$ cat config.mk
export PLATFORM = sky130hd
export DESIGN_NAME = load_store_stage
export DESIGN_NICKNAME = d
export VERILOG_FILES = /design/src/rtl/load_store_stage.sv
export SDC_FILE = /design/constraint.sdc
export NUM_CORES = 1
export LEC_CHECK = 0
export ABC_AREA = 1
export BUFFER_PORTS_ARGS = -buffer_cell sky130_fd_sc_hd__buf_2
export CAP_MARGIN = 20
export CORE_UTILIZATION = 35
export DETAILED_ROUTE_END_ITERATION = 8
export GPL_TIMING_DRIVEN = 0
export PLACE_DENSITY = 0.6
export SETUP_SLACK_MARGIN = 0.2
export SLEW_MARGIN = 40
export SYNTH_ARGS = -nofsm -noshare
export SYNTH_HDL_FRONTEND = slang
export SYNTH_SLANG_ARGS = --single-unit
$ cat constraint.sdc
create_clock -name clk -period 3.2 [get_ports clk]
set_input_delay 0.32 -clock clk [delete_from_list [all_inputs] [get_ports clk]]
set_output_delay 0.32 -clock clk [all_outputs]
set_load 0.03 [all_outputs]
$ cat src/rtl/load_store_stage.sv
// load_store_stage
//   Memory-access stage of the 5-stage RISC-V pipeline. It sits between the
//   EX/MEM and MEM/WB registers and does the following:
//   - Passes ALU results straight through to write-back with one cycle of latency.
//   - Runs loads and stores over a variable-latency req/ready data-memory port.
//   - Builds byte enables and lane-replicated data for stores.
//   - Aligns and sign- or zero-extends load data.
//
// Ports
//   clk, rst      rising-edge clock, asynchronous active-high reset
//   ex_*          instruction from EX/MEM; ignored while stall is high
//   stall         upstream must hold EX/MEM (an access is outstanding)
//   mem_*         data-memory request/response port
//   wb_*          registered write-back result; wb_valid is a one-cycle pulse
//   misalign      misaligned-access flag, present only with the macro below
//
// Configuration
//   LOAD_STORE_MISALIGN_TRAP_EN
//   - Defined: a misaligned half or word access issues no memory request.
//     It completes in one cycle with misalign=1 and wb_data=faulting address.
//   - Undefined: the misalign port is absent, and misaligned accesses are
//     forced to natural alignment.
//
// Only N=32 is supported because the byte lanes are fixed at four.
module load_store_stage #(
  parameter int N = 32
) (
  input  logic         clk,
  input  logic         rst,
  input  logic         ex_valid,
  input  logic         ex_memread,
  input  logic         ex_memwrite,
  input  logic         ex_regwrite,
  input  logic [2:0]   ex_funct3,
  input  logic [N-1:0] ex_alu,
  input  logic [N-1:0] ex_wdata,
  input  logic [4:0]   ex_rd,
  output logic         stall,
  output logic         mem_req,
  output logic         mem_we,
  output logic [N-1:0] mem_addr,
  output logic [N-1:0] mem_wdata,
  output logic [3:0]   mem_be,
  input  logic         mem_ready,
  input  logic [N-1:0] mem_rdata,
  output logic         wb_valid,
  output logic         wb_regwrite,
  output logic [4:0]   wb_rd,
  output logic [N-1:0] wb_data
`ifdef LOAD_STORE_MISALIGN_TRAP_EN
  ,
  output logic         misalign
`endif
);

  typedef enum logic {IDLE = 1'b0, BUSY = 1'b1} state_t;

  state_t       state_q, state_d;
  logic         is_store_q, is_store_d;
  logic [2:0]   funct3_q, funct3_d;
  logic [1:0]   off_q, off_d;
  logic [4:0]   rd_q, rd_d;
  logic         regwrite_q, regwrite_d;
  logic [N-1:0] addr_q, addr_d;
  logic         mem_we_q, mem_we_d;
  logic [N-1:0] mem_addr_q, mem_addr_d;
  logic [N-1:0] mem_wdata_q, mem_wdata_d;
  logic [3:0]   mem_be_q, mem_be_d;
  logic         wb_valid_q, wb_valid_d;
  logic         wb_regwrite_q, wb_regwrite_d;
  logic [4:0]   wb_rd_q, wb_rd_d;
  logic [N-1:0] wb_data_q, wb_data_d;
`ifdef LOAD_STORE_MISALIGN_TRAP_EN
  logic         misalign_q, misalign_d;
  logic         ex_misaligned;
`endif

  logic         ex_is_mem;
  logic         ex_byte;
  logic         ex_half;
  logic [1:0]   ex_off;
  logic [3:0]   ex_be;
  logic [N-1:0] ex_wfmt;
  logic [7:0]   ld_byte;
  logic [15:0]  ld_half;
  logic [N-1:0] ld_data;

  // Request formatting.
  // - funct3[1:0] picks the access size; 11 falls into the word case.
  // - The lane offset is rounded down to the access size, which gives the
  //   forced-alignment behaviour for misaligned halves and words.
  always_comb begin
    ex_is_mem = ex_memread | ex_memwrite;
    ex_byte   = (ex_funct3[1:0] == 2'b00);
    ex_half   = (ex_funct3[1:0] == 2'b01);
    ex_off    = 2'b00;
    ex_wfmt   = ex_wdata;
    ex_be     = 4'b1111;
    if (ex_byte) begin
      ex_off  = ex_alu[1:0];
      ex_wfmt = {4{ex_wdata[7:0]}};
    end else if (ex_half) begin
      ex_off  = {ex_alu[1], 1'b0};
      ex_wfmt = {2{ex_wdata[15:0]}};
    end
    if (ex_memwrite) begin
      if (ex_byte) begin
        ex_be = 4'b0001 << ex_off;
      end else if (ex_half) begin
        ex_be = 4'b0011 << ex_off;
      end
    end
  end

`ifdef LOAD_STORE_MISALIGN_TRAP_EN
  assign ex_misaligned = (ex_half & ex_alu[0]) |
                         (!ex_byte && !ex_half && (ex_alu[1:0] != 2'b00));
`endif

  // Load formatting from the offset captured at acceptance.
  // funct3[2] selects zero-extension (LBU/LHU).
  always_comb begin
    case (off_q)
      2'd0:    ld_byte = mem_rdata[7:0];
      2'd1:    ld_byte = mem_rdata[15:8];
      2'd2:    ld_byte = mem_rdata[23:16];
      default: ld_byte = mem_rdata[31:24];
    endcase
    ld_half = off_q[1] ? mem_rdata[31:16] : mem_rdata[15:0];
    case (funct3_q[1:0])
      2'b00:   ld_data = funct3_q[2] ? {24'd0, ld_byte} : {{24{ld_byte[7]}}, ld_byte};
      2'b01:   ld_data = funct3_q[2] ? {16'd0, ld_half} : {{16{ld_half[15]}}, ld_half};
      default: ld_data = mem_rdata;
    endcase
  end

  // Next-state and output logic.
  // - The wb_* payload holds between results; only wb_valid (and misalign)
  //   drop back to 0 by default.
  // - When both memread and memwrite are set, memwrite wins.
  always_comb begin
    state_d       = state_q;
    is_store_d    = is_store_q;
    funct3_d      = funct3_q;
    off_d         = off_q;
    rd_d          = rd_q;
    regwrite_d    = regwrite_q;
    addr_d        = addr_q;
    mem_we_d      = mem_we_q;
    mem_addr_d    = mem_addr_q;
    mem_wdata_d   = mem_wdata_q;
    mem_be_d      = mem_be_q;
    wb_valid_d    = 1'b0;
    wb_regwrite_d = wb_regwrite_q;
    wb_rd_d       = wb_rd_q;
    wb_data_d     = wb_data_q;
`ifdef LOAD_STORE_MISALIGN_TRAP_EN
    misalign_d    = 1'b0;
`endif
    case (state_q)
      IDLE: begin
        if (ex_valid) begin
          if (!ex_is_mem) begin
            wb_valid_d    = 1'b1;
            wb_regwrite_d = ex_regwrite;
            wb_rd_d       = ex_rd;
            wb_data_d     = ex_alu;
`ifdef LOAD_STORE_MISALIGN_TRAP_EN
          end else if (ex_misaligned) begin
            wb_valid_d    = 1'b1;
            wb_regwrite_d = 1'b0;
            wb_rd_d       = ex_rd;
            wb_data_d     = ex_alu;
            misalign_d    = 1'b1;
`endif
          end else begin
            state_d     = BUSY;
            is_store_d  = ex_memwrite;
            funct3_d    = ex_funct3;
            off_d       = ex_off;
            rd_d        = ex_rd;
            regwrite_d  = ex_regwrite;
            addr_d      = ex_alu;
            mem_we_d    = ex_memwrite;
            mem_addr_d  = {ex_alu[N-1:2], 2'b00};
            mem_wdata_d = ex_wfmt;
            mem_be_d    = ex_be;
          end
        end
      end
      BUSY: begin
        if (mem_ready) begin
          state_d    = IDLE;
          wb_valid_d = 1'b1;
          wb_rd_d    = rd_q;
          if (is_store_q) begin
            wb_regwrite_d = 1'b0;
            wb_data_d     = addr_q;
          end else begin
            wb_regwrite_d = regwrite_q;
            wb_data_d     = ld_data;
          end
        end
      end
      default: state_d = IDLE;
    endcase
  end

  // All state and registered outputs. An async reset abandons any access.
  always_ff @(posedge clk or posedge rst) begin
    if (rst) begin
      state_q       <= IDLE;
      is_store_q    <= 1'b0;
      funct3_q      <= 3'd0;
      off_q         <= 2'd0;
      rd_q          <= 5'd0;
      regwrite_q    <= 1'b0;
      addr_q        <= '0;
      mem_we_q      <= 1'b0;
      mem_addr_q    <= '0;
      mem_wdata_q   <= '0;
      mem_be_q      <= 4'd0;
      wb_valid_q    <= 1'b0;
      wb_regwrite_q <= 1'b0;
      wb_rd_q       <= 5'd0;
      wb_data_q     <= '0;
`ifdef LOAD_STORE_MISALIGN_TRAP_EN
      misalign_q    <= 1'b0;
`endif
    end else begin
      state_q       <= state_d;
      is_store_q    <= is_store_d;
      funct3_q      <= funct3_d;
      off_q         <= off_d;
      rd_q          <= rd_d;
      regwrite_q    <= regwrite_d;
      addr_q        <= addr_d;
      mem_we_q      <= mem_we_d;
      mem_addr_q    <= mem_addr_d;
      mem_wdata_q   <= mem_wdata_d;
      mem_be_q      <= mem_be_d;
      wb_valid_q    <= wb_valid_d;
      wb_regwrite_q <= wb_regwrite_d;
      wb_rd_q       <= wb_rd_d;
      wb_data_q     <= wb_data_d;
`ifdef LOAD_STORE_MISALIGN_TRAP_EN
      misalign_q    <= misalign_d;
`endif
    end
  end

  assign stall       = (state_q == BUSY);
  assign mem_req     = (state_q == BUSY);
  assign mem_we      = mem_we_q;
  assign mem_addr    = mem_addr_q;
  assign mem_wdata   = mem_wdata_q;
  assign mem_be      = mem_be_q;
  assign wb_valid    = wb_valid_q;
  assign wb_regwrite = wb_regwrite_q;
  assign wb_rd       = wb_rd_q;
  assign wb_data     = wb_data_q;
`ifdef LOAD_STORE_MISALIGN_TRAP_EN
  assign misalign    = misalign_q;
`endif

endmodule

==> metrics.txt, run 1 <==
status finished clean; DIE AREA 18,900 µm²; cell-internal power 4.04 mW; critical path data arrival time 2.20 ns; placed inst area slightly below 8000 µm²; Slew headroom 0.598; Syn. warnings 0; layout cells sized above 1 0.314; Logic pwr share 0.372; PortBufs 217; clock slew at reported path FFs 0.05 ns; final WL 21.7 mm; P&R area growth vs syn 33.5%; root buf cell clkbuf_16; Vias/cell a little under 5; vias in the first global route 6,223; period utilisation layout 0.583; unrepaired setup endpoints after global routing no; TNS Setup 0 ns; clock net sink count 120; Netlist cell types 32; clock buffer depth 2; residual DRC count 0; post-route ant nets 0; Routed wire per std cell 16.6 µm; post-DP HPWL 16.6 mm; Max VDD drop 409 µV; Leak 4.49 nW; IO Pins 221; syn avg cell area 7.84 µm²; Net Sw Frac 0.392; Clk pwr share 0.303; Num CTS Buffers 17; PD cells 775 nW/µm²; nets 1,179; CP max FO 10; Slew Limit Fails 0; Tmin final 1.87 ns; Final WS setup 1.33 ns; Seq. cell area 3000 µm²; Rows 49; Yosys reg bits 120; clock skew 0.00478 ns; Hold Path Class in2reg; # H-tree levels 4; Startpoint Class flop; Final Hold Vio Count 0; Crit Path Category reg2reg; Worst-Skew Late Latency 0.41 ns; Die W 137 µm; core area 18,000 µm²; GRT Util Overall 0.237; Primary FF master, synth dfrtp_1; Starting Density 0.358; GR Overflow Total 0; gpl congestion about 0.9; part of the Yosys area used for sequential elements 0.467; Vias 6,435; worst path required time 3.53 ns; maxcap violations 0; EDFF count, synth 0; crit end category flop; setup violators final 0; PostCTS Resize Cnt 0; die height 137 µm; first-pass GRT wire length about 33 mm; Fillers 1,864; pre-CTS setup slack 1.24 ns; Mapped Area approximately 6400 µm²; CTS tree built; Net Sw Power around 2.6 mW; 1st-iter DRT viols 282; area occupied by multi-input gates 2640 µm²; Mapped Cells 820; FFs w/ async S/R, synth 1.00; initial antenna violation count 1; largest net degree at the start of global routing 26; Worst Max-Slew Pin Slew 0.603 ns; Fmax achieved 0.536 GHz; post-layout instance area ~8600 µm²; drt pass-1 iters 5; sequential fraction of design power 0.325
critical path, cell delays in order, from the launching register on:
cell	delay, ns
dfrtp_1	0.42
nor2_1	0.12
a21boi_2	0.50
clkbuf_1	0.46
a211oi_1	0.10
a21oi_1	0.19
kinds of logic (layout without fill, tap and decap cells):
kind of cell,after synthesis,count (layout),synth area share
fa+ha+maj,4,4,0.00779
other cells,1,4,0.000584
flops,120,120,0.467
simple gates,326,326,0.214
compound gates,211,211,0.188
buf+inv,158,413,0.123
stage by stage:
step / instances / hold slack (ns) / power (mW) / util
global route: 1306 / 0.104 / 7.03 / 0.477
CTS: 1305 / 0.0798 / 6.70 / 0.477
finish: 1307 / 0.100 / 6.64 / 0.477
global placement: 1267 / 0.461 / 4.61 / 0.434
floorplan: 821 / 0.416 / 3.85 / -
detailed placement: 1273 / 0.345 / 4.66 / 0.443
flip-flops by register name, summed over array words and instances (netlist names), 2 cells and up:
signal / count
addr_q: 32
mem_wdata: 32
wb_data: 32
rd_q: 5
wb_rd: 5
mem_be: 4
funct3_q: 3
off_q: 2
synthesized netlist by cell type, types with 3 or more instances:
master / n / area share
a211oi_1: 29 / 0.034
a21oi_1: 66 / 0.051
a221oi_1: 8 / 0.011
a31oi_1: 7 / 0.0068
buf_2: 18 / 0.014
buf_4: 38 / 0.044
buf_6: 3 / 0.0053
clkbuf_1: 23 / 0.013
dfrtp_1: 120 / 0.47
ha_1: 4 / 0.0078
inv_1: 70 / 0.041
inv_2: 3 / 0.0018
nand2_1: 182 / 0.11
nand3_1: 12 / 0.0093
nand3_2: 12 / 0.019
nor2_1: 111 / 0.065
o21ai_0: 84 / 0.065
o22ai_1: 11 / 0.011
layout make-up:
cell class / instances / area share
tap: 229 / 0.0334
multi-input combinational: 543 / 0.308
buffer: 83 / 0.0582
clock inverter: 9 / 0.0172
inverter: 75 / 0.0341
timing repair buffer: 224 / 0.145
clock buffer: 22 / 0.0541
antenna: 2 / 0.000584
sequential: 120 / 0.350
what timing repair did:
action / 4_1_cts / 5_1_grt
hold buffers: 1 / 0
setup buffers: 0 / 0
hold endpoints to repair: 6 / 0
power by group through the flow:
stage	sequential (mW)	combinational [mW]	clock (mW)
global route	2.20	2.71	2.12
floorplan	2.69	1.17	0
CTS	2.15	2.49	2.05
finish	2.16	2.47	2.01
detailed placement	2.17	2.49	0
global placement	2.17	2.44	0
path summary, 6_finish.rpt:
check                              start             to  slack, ns  cells after the start
max in group asynchronous            rst   mem_wdata[4]       2.14                      5
setup reg to reg                 mem_req    wb_data[18]       1.33                      5
min in group asynchronous            rst    funct3_q[0]       0.46                      3
hold / removal                 mem_ready        mem_req       0.10                      2
setup / recovery                 mem_req    wb_data[18]       1.33                      5
hold reg to reg            mem_wdata[24]  mem_wdata[24]       0.48                      2
layout by cell type (no fill, tap or decap), types with 7 or more instances in the layout:
master,instances
nand3_2,12
buf_2,235
a211oi_1,29
a221oi_1,8
buf_4,38
nand2_1,182
inv_1,69
clkbuf_1,26
nand3_1,12
clkbuf_16,17
dfrtp_1,120
a21oi_1,66
o21ai_0,84
nor2_1,111
a31oi_1,7
o22ai_1,11
layer usage:
metal / global-route usage / up-vias / wire, µm
met4: 0.0672 / 0 / 171
met5: 0 / - / 0
li1: - / 3137 / -
met3: 0.0508 / 10 / 1550
met1: 0.304 / 3044 / 9500
met2: 0.398 / 244 / 10500
Note: power is estimated with default switching activity, not from simulation.
==> inputs of run 2 (changes only) <==
Settings changed: PLACE_DENSITY 0.6 to 0.58.
Clock period 3.2 ns to 1.87 ns, I/O delays scaled along.
==> metrics.txt, run 2 (synthesized netlist as in run 1, its figures left out) <==
status finished clean; Seq. cell area 3000 µm² (about the same); 1st-iter DRT viols 401 (+42%); first-pass GRT wire length 33.0 mm (-0.95%); most frequent cells in the layout buf_2 (237), nand2_1 (180), dfrtp_1 (119); Die W 137 µm (unchanged); critical path data arrival time 1.91 ns (-0.29 ns); IO Pins 221 (unchanged); setup violators final 0 (unchanged); vias in the first global route 6,059 (-2.6%); GR Overflow Total 0 (unchanged); Startpoint Class flop; P&R area growth vs syn 36.5%; layout cells sized above 1 0.335 (+0.0213); root buf cell clkbuf_16; crit end category flop; clock net sink count 120 (unchanged); Crit Path Category reg2reg; Vias/cell 4.88 (-0.78%); maxcap violations 0 (unchanged); unrepaired setup endpoints after global routing yes; R2R cell count 6 (+1); Num CTS Buffers 17 (unchanged); Worst R2R End wb_data[27]; hold depth 3 (+1); Slew Limit Fails 0 (unchanged); worst r2r src mem_req; DIE AREA 18,900 µm² (unchanged); core area 18,000 µm² (unchanged); Reg2Reg Setup Slack 0.25 ns (-1.08 ns); Vias 6,453 (+0.28%); post-route ant nets 0 (unchanged); Tmin final 1.62 ns (-0.247 ns); GRT Util Overall 0.236 (-0.000303); # H-tree levels 4 (unchanged); initial antenna violation count 2 (+1); drt pass-1 iters 5 (unchanged); area occupied by multi-input gates 2690 µm² (+2.0%); clock skew 0.00895 ns (+0.00417 ns); Hold Path End addr_q[27]; Fillers 1,799 (-3.5%); clock slew at reported path FFs 0.06 ns (about the same); Starting Density 0.358 (unchanged); Fmax achieved 0.617 GHz (+15%); Rows 49 (unchanged); nets 1,193 (+1.2%); most common cell after layout, fill and taps aside buf_2; TNS Setup 0 ns (unchanged); CP max FO 10 (unchanged); CTS tree built; Worst-Skew Late Latency 0.42 ns (about the same); worst path required time 2.16 ns (-1.37 ns); clock buffer depth 2 (unchanged); Leak 4.59 nW (+2.4%); min-delay src ex_alu[27]; residual DRC count 0 (unchanged); Max VDD drop 754 µV (+84%); post-DP HPWL 16.7 mm (+0.67%); Hold Path Class in2reg; PortBufs 217 (unchanged); PD cells 1290 nW/µm² (+67%); gpl congestion 0.921 (+1.9%); Routed wire per std cell 16.4 µm (-0.96%); final WL 21.7 mm (+0.10%); Hold WS 0.0418 ns (-0.0585 ns); die height 137 µm (unchanged); largest net degree at the start of global routing 25 (-3.8%); period utilisation layout 0.866 (+0.283); Final Hold Vio Count 0 (unchanged)
==> run 2: final cells by class <==
cell class / count / area share
diodes: 1 / 0.000285
clock inverters: 9 / 0.0140
plain buffers: 83 / 0.0593
flip-flops and latches: 120 / 0.343
clock buffers: 23 / 0.0534
multi-input cells: 543 / 0.307
inverters: 75 / 0.0334
repair buffers: 238 / 0.158
well taps: 229 / 0.0327
==> run 2: routing by layer <==
layer	track usage	vias to the layer above	wire length [µm]
li1	-	3161	-
met1	0.303	3049	9280
met2	0.391	225	10400
met3	0.0567	18	1720
met4	0.0745	0	289
met5	0	-	0
==> run 2: critical path: stages, from the launching register on <==
cell	delay [ns]
dfrtp_2	0.43
nor2_2	0.22
a21boi_4	0.13
buf_4	0.16
buf_2	0.18
a211oi_1	0.26
a21oi_1	0.11
==> run 2: worst max-delay path by stage <==
| stage | start | endpoint | slack, ns | cells after the start |
|---|---|---|---|---|
| after floorplan | rst | addr_q[0] | 0.21 | 1 |
| after global placement | rst | addr_q[28] | -0.70 | 2 |
| after detailed placement | mem_req | wb_data[14] | -0.004 | 5 |
| after CTS | mem_req | mem_wdata[12] | 0.20 | 6 |
| after global routing | mem_req | wb_data[11] | 0.13 | 7 |
| final | mem_req | wb_data[27] | 0.25 | 6 |
==> run 2: repair_timing <==
action                     4_1_cts  5_1_grt
hold endpoints to repair        22        0
setup endpoints to repair       61       66
gates resized for setup         13       26
setup buffers                    0        4
hold buffers                    11        0
==> run 2: metrics by stage <==
stage / instance area (µm²) / power, mW / worst slack [ns] / util / cells
final: 8770 / 11.3 / 0.250 / 0.488 / 1321
after global routing: 8770 / 12.0 / 0.134 / 0.488 / 1321
after CTS: 8700 / 11.4 / 0.197 / 0.484 / 1316
after detailed placement: 7960 / 7.97 / -0.00358 / 0.443 / 1273
after global placement: 7800 / 7.88 / -0.703 / 0.434 / 1267
after floorplan: 6430 / 6.59 / 0.214 / - / 821
==> run 2: report_power, final <==
group	switching (mW)	leakage, nW	internal (mW)
combinational	2.89	2.87	1.42
sequential	0.425	1.44	3.27
clock	1.17	0.291	2.15
total	4.49	4.59	6.84
==> inputs of run 3 (changes only) <==
--- a/config.mk
+++ b/config.mk
@@ -7,5 +7,5 @@
 export LEC_CHECK = 0
 export ABC_AREA = 1
-export BUFFER_PORTS_ARGS = -buffer_cell sky130_fd_sc_hd__buf_2
+export BUFFER_PORTS_ARGS = -buffer_cell sky130_fd_sc_hd__buf_4
 export CAP_MARGIN = 20
 export CORE_UTILIZATION = 35
==> constraint.sdc (replaced) <==
create_clock -name clk -period 1.87 [get_ports clk]
set_input_delay 0.187 -clock clk [delete_from_list [all_inputs] [get_ports clk]]
set_output_delay 0.187 -clock clk [all_outputs]
set_load 0.05 [all_outputs]
==> metrics.txt, run 3 (synthesized netlist as in run 1, its figures left out) <==
Leak 4.77 nW (+3.8%); total power 13.0 mW (+15%); final WL 22.1 mm (+1.9%); GRT Util Overall 0.242 (+0.00602); unrepaired setup endpoints after global routing no; Detail Route met2 WL 10.6 mm (+1.2%); Worst Max-Slew Pin Slew roughly 0.56 ns; DIE AREA 18,900 µm² (unchanged); Final WS setup 0.288 ns (+0.0384 ns); post-DP HPWL 17.0 mm (+1.7%); Rows 49 (unchanged); Routed wire per std cell 16.8 µm (+2.3%); clock net sink count 120 (unchanged); Reg2Reg Setup Slack 0.29 ns (+0.04 ns); clock buffer depth 2 (unchanged); Metal-1 WL 9.23 mm (-0.51%); period utilisation layout 0.846 (-0.0205); setup violators final 0 (unchanged); Tmin final 1.58 ns (-0.0384 ns); Startpoint Class flop; die height 137 µm (unchanged); worst path required time 2.16 ns (about the same); R2R cell count 7 (+1); post-route ant nets 0 (unchanged); WP buf/inv 4 (+2); 1st-iter DRT viols 362 (-9.7%); pre-CTS setup slack -0.0452 ns (-0.0416 ns); CP delay by family, top buffers and inverters; slowest cell on the critical path dfrtp_2; WL met3 1.97 mm (+15%); status finished clean; uppermost layer routed met4; Crit path top cell by count buf_6; drt pass-1 iters 5 (unchanged); most common cell after layout, fill and taps aside buf_4; Crit path depth 7 (+1); Worst R2R End wb_data[3]; Slew headroom 0.625; Crit Path Category reg2reg; vias in the first global route 6,188 (+2.1%); layout cells sized above 1 0.340 (+0.00491); CP max FO 10 (unchanged); core area 18,000 µm² (unchanged); initial antenna violation count 0 (-2); Num CTS Buffers 17 (unchanged); IO Pins 221 (unchanged); Fmax achieved 0.632 GHz (+2.4%); clock slew at reported path FFs 0.05 ns (about the same); Max VDD drop 801 µV (+6.3%); Hold WS 0.0138 ns (-0.0280 ns); Seq. cell area 3010 µm² (about the same); nets 1,189 (-0.34%); Fillers 1,757 (-2.3%); Final Hold Vio Count 0 (unchanged); most frequent cells in the layout buf_4 (255), nand2_1 (180), dfrtp_1 (118); Die W 137 µm (unchanged); slowest stage delay, CP 0.44 ns (about the same); Worst-Skew Late Latency 0.42 ns (about the same); residual DRC count 0 (unchanged); largest net degree at the start of global routing 25 (unchanged); Hold Path Class in2reg; clock skew 0.0104 ns (+0.00141 ns); P&R area growth vs syn 45.2%; maxcap violations 0 (unchanged); gpl congestion 0.929 (+0.86%); first-pass GRT wire length 33.9 mm (+2.7%); worst-path cell chain buf_6 -> nand2_1 -> inv_1 -> buf_4 -> buf_6 -> a211oi_1 -> a21oi_1; GR Overflow Total 0 (unchanged); CTS tree built; Vias 6,482 (+0.45%); crit end category flop; PD cells 1390 nW/µm² (+8.0%); worst r2r src mem_req; PortBufs 217 (unchanged); Setup crit end wb_data[3]; Vias/cell 4.93 (+0.83%); Worst Setup SP mem_req; root buf cell clkbuf_16; critical path data arrival time 1.88 ns (-0.03 ns); area occupied by multi-input gates 2700 µm² (+0.33%); # H-tree levels 4 (unchanged); # diodes 0 (-1); Slew Limit Fails 0 (unchanged); Starting Density 0.358 (unchanged)
run 3: cell count changes in the layout (fill, tap and decap cells not counted), sizes merged:
cell,before,now
buf,289,285
bufinv,3,4
clkbuf,44,48
clkinv,6,3
clkinvlp,2,3
diode,1,0
dlygate4sd3,11,9
inv,73,72
run 3: layout make-up:
cell class              instances  area share
flip-flops and latches        120       0.322
multi-input cells             543       0.289
repair buffers                234       0.200
plain buffers                  83      0.0566
clock buffers                  25      0.0542
inverters                      75      0.0318
well taps                     229      0.0307
clock inverters                 7      0.0148
run 3: repair_timing:
item	CTS	global route
setup buffers	0	2
hold buffers	9	0
setup endpoints to repair	92	68
gates resized for setup	17	26
pin swaps	0	1
hold endpoints to repair	68	0
run 3: worst min-delay path by stage:
| stage | start | end | slack, ns | cells after the start |
|---|---|---|---|---|
| 2_1_floorplan | mem_ready | mem_req | 0.28 | 1 |
| 3_3_place_gp | mem_ready | mem_req | 0.40 | 2 |
| 3_5_place_dp | rst | addr_q[9] | 0.23 | 3 |
| 4_1_cts | ex_alu[15] | addr_q[15] | 0.0003 | 3 |
| 5_1_grt | ex_alu[15] | addr_q[15] | 0.004 | 3 |
| 6_report | ex_alu[15] | addr_q[15] | 0.01 | 3 |
run 3: report_power, final:
group          internal [mW]  switching, mW  leakage, nW
clock network           2.40           1.18        0.313
logic                   1.84           3.86         3.02
registers               3.27          0.458         1.43
total                   7.51           5.50         4.77
run 3: metrics by stage:
stage / setup TNS, ns / cells / instance area, µm² / util
2_1_floorplan: 0 / 821 / 6430 / -
3_3_place_gp: -81.73 / 1267 / 8350 / 0.465
3_5_place_dp: -0.0905 / 1273 / 8480 / 0.472
4_1_cts: 0 / 1314 / 9260 / 0.516
5_1_grt: 0 / 1316 / 9330 / 0.519
6_report: 0 / 1316 / 9330 / 0.519
run 3: worst reg2reg max path, stage by stage, from the launching register on:
cell	delay (ns)
dfrtp_2	0.44
buf_6	0.17
nand2_1	0.10
inv_1	0.07
buf_4	0.17
buf_6	0.17
a211oi_1	0.25
a21oi_1	0.09
run 3: per-layer routing:
metal,GRT usage,up-vias
met5,0,-
met4,0.0806,0
met3,0.0581,22
met2,0.396,257
met1,0.313,3045
li1,-,3158
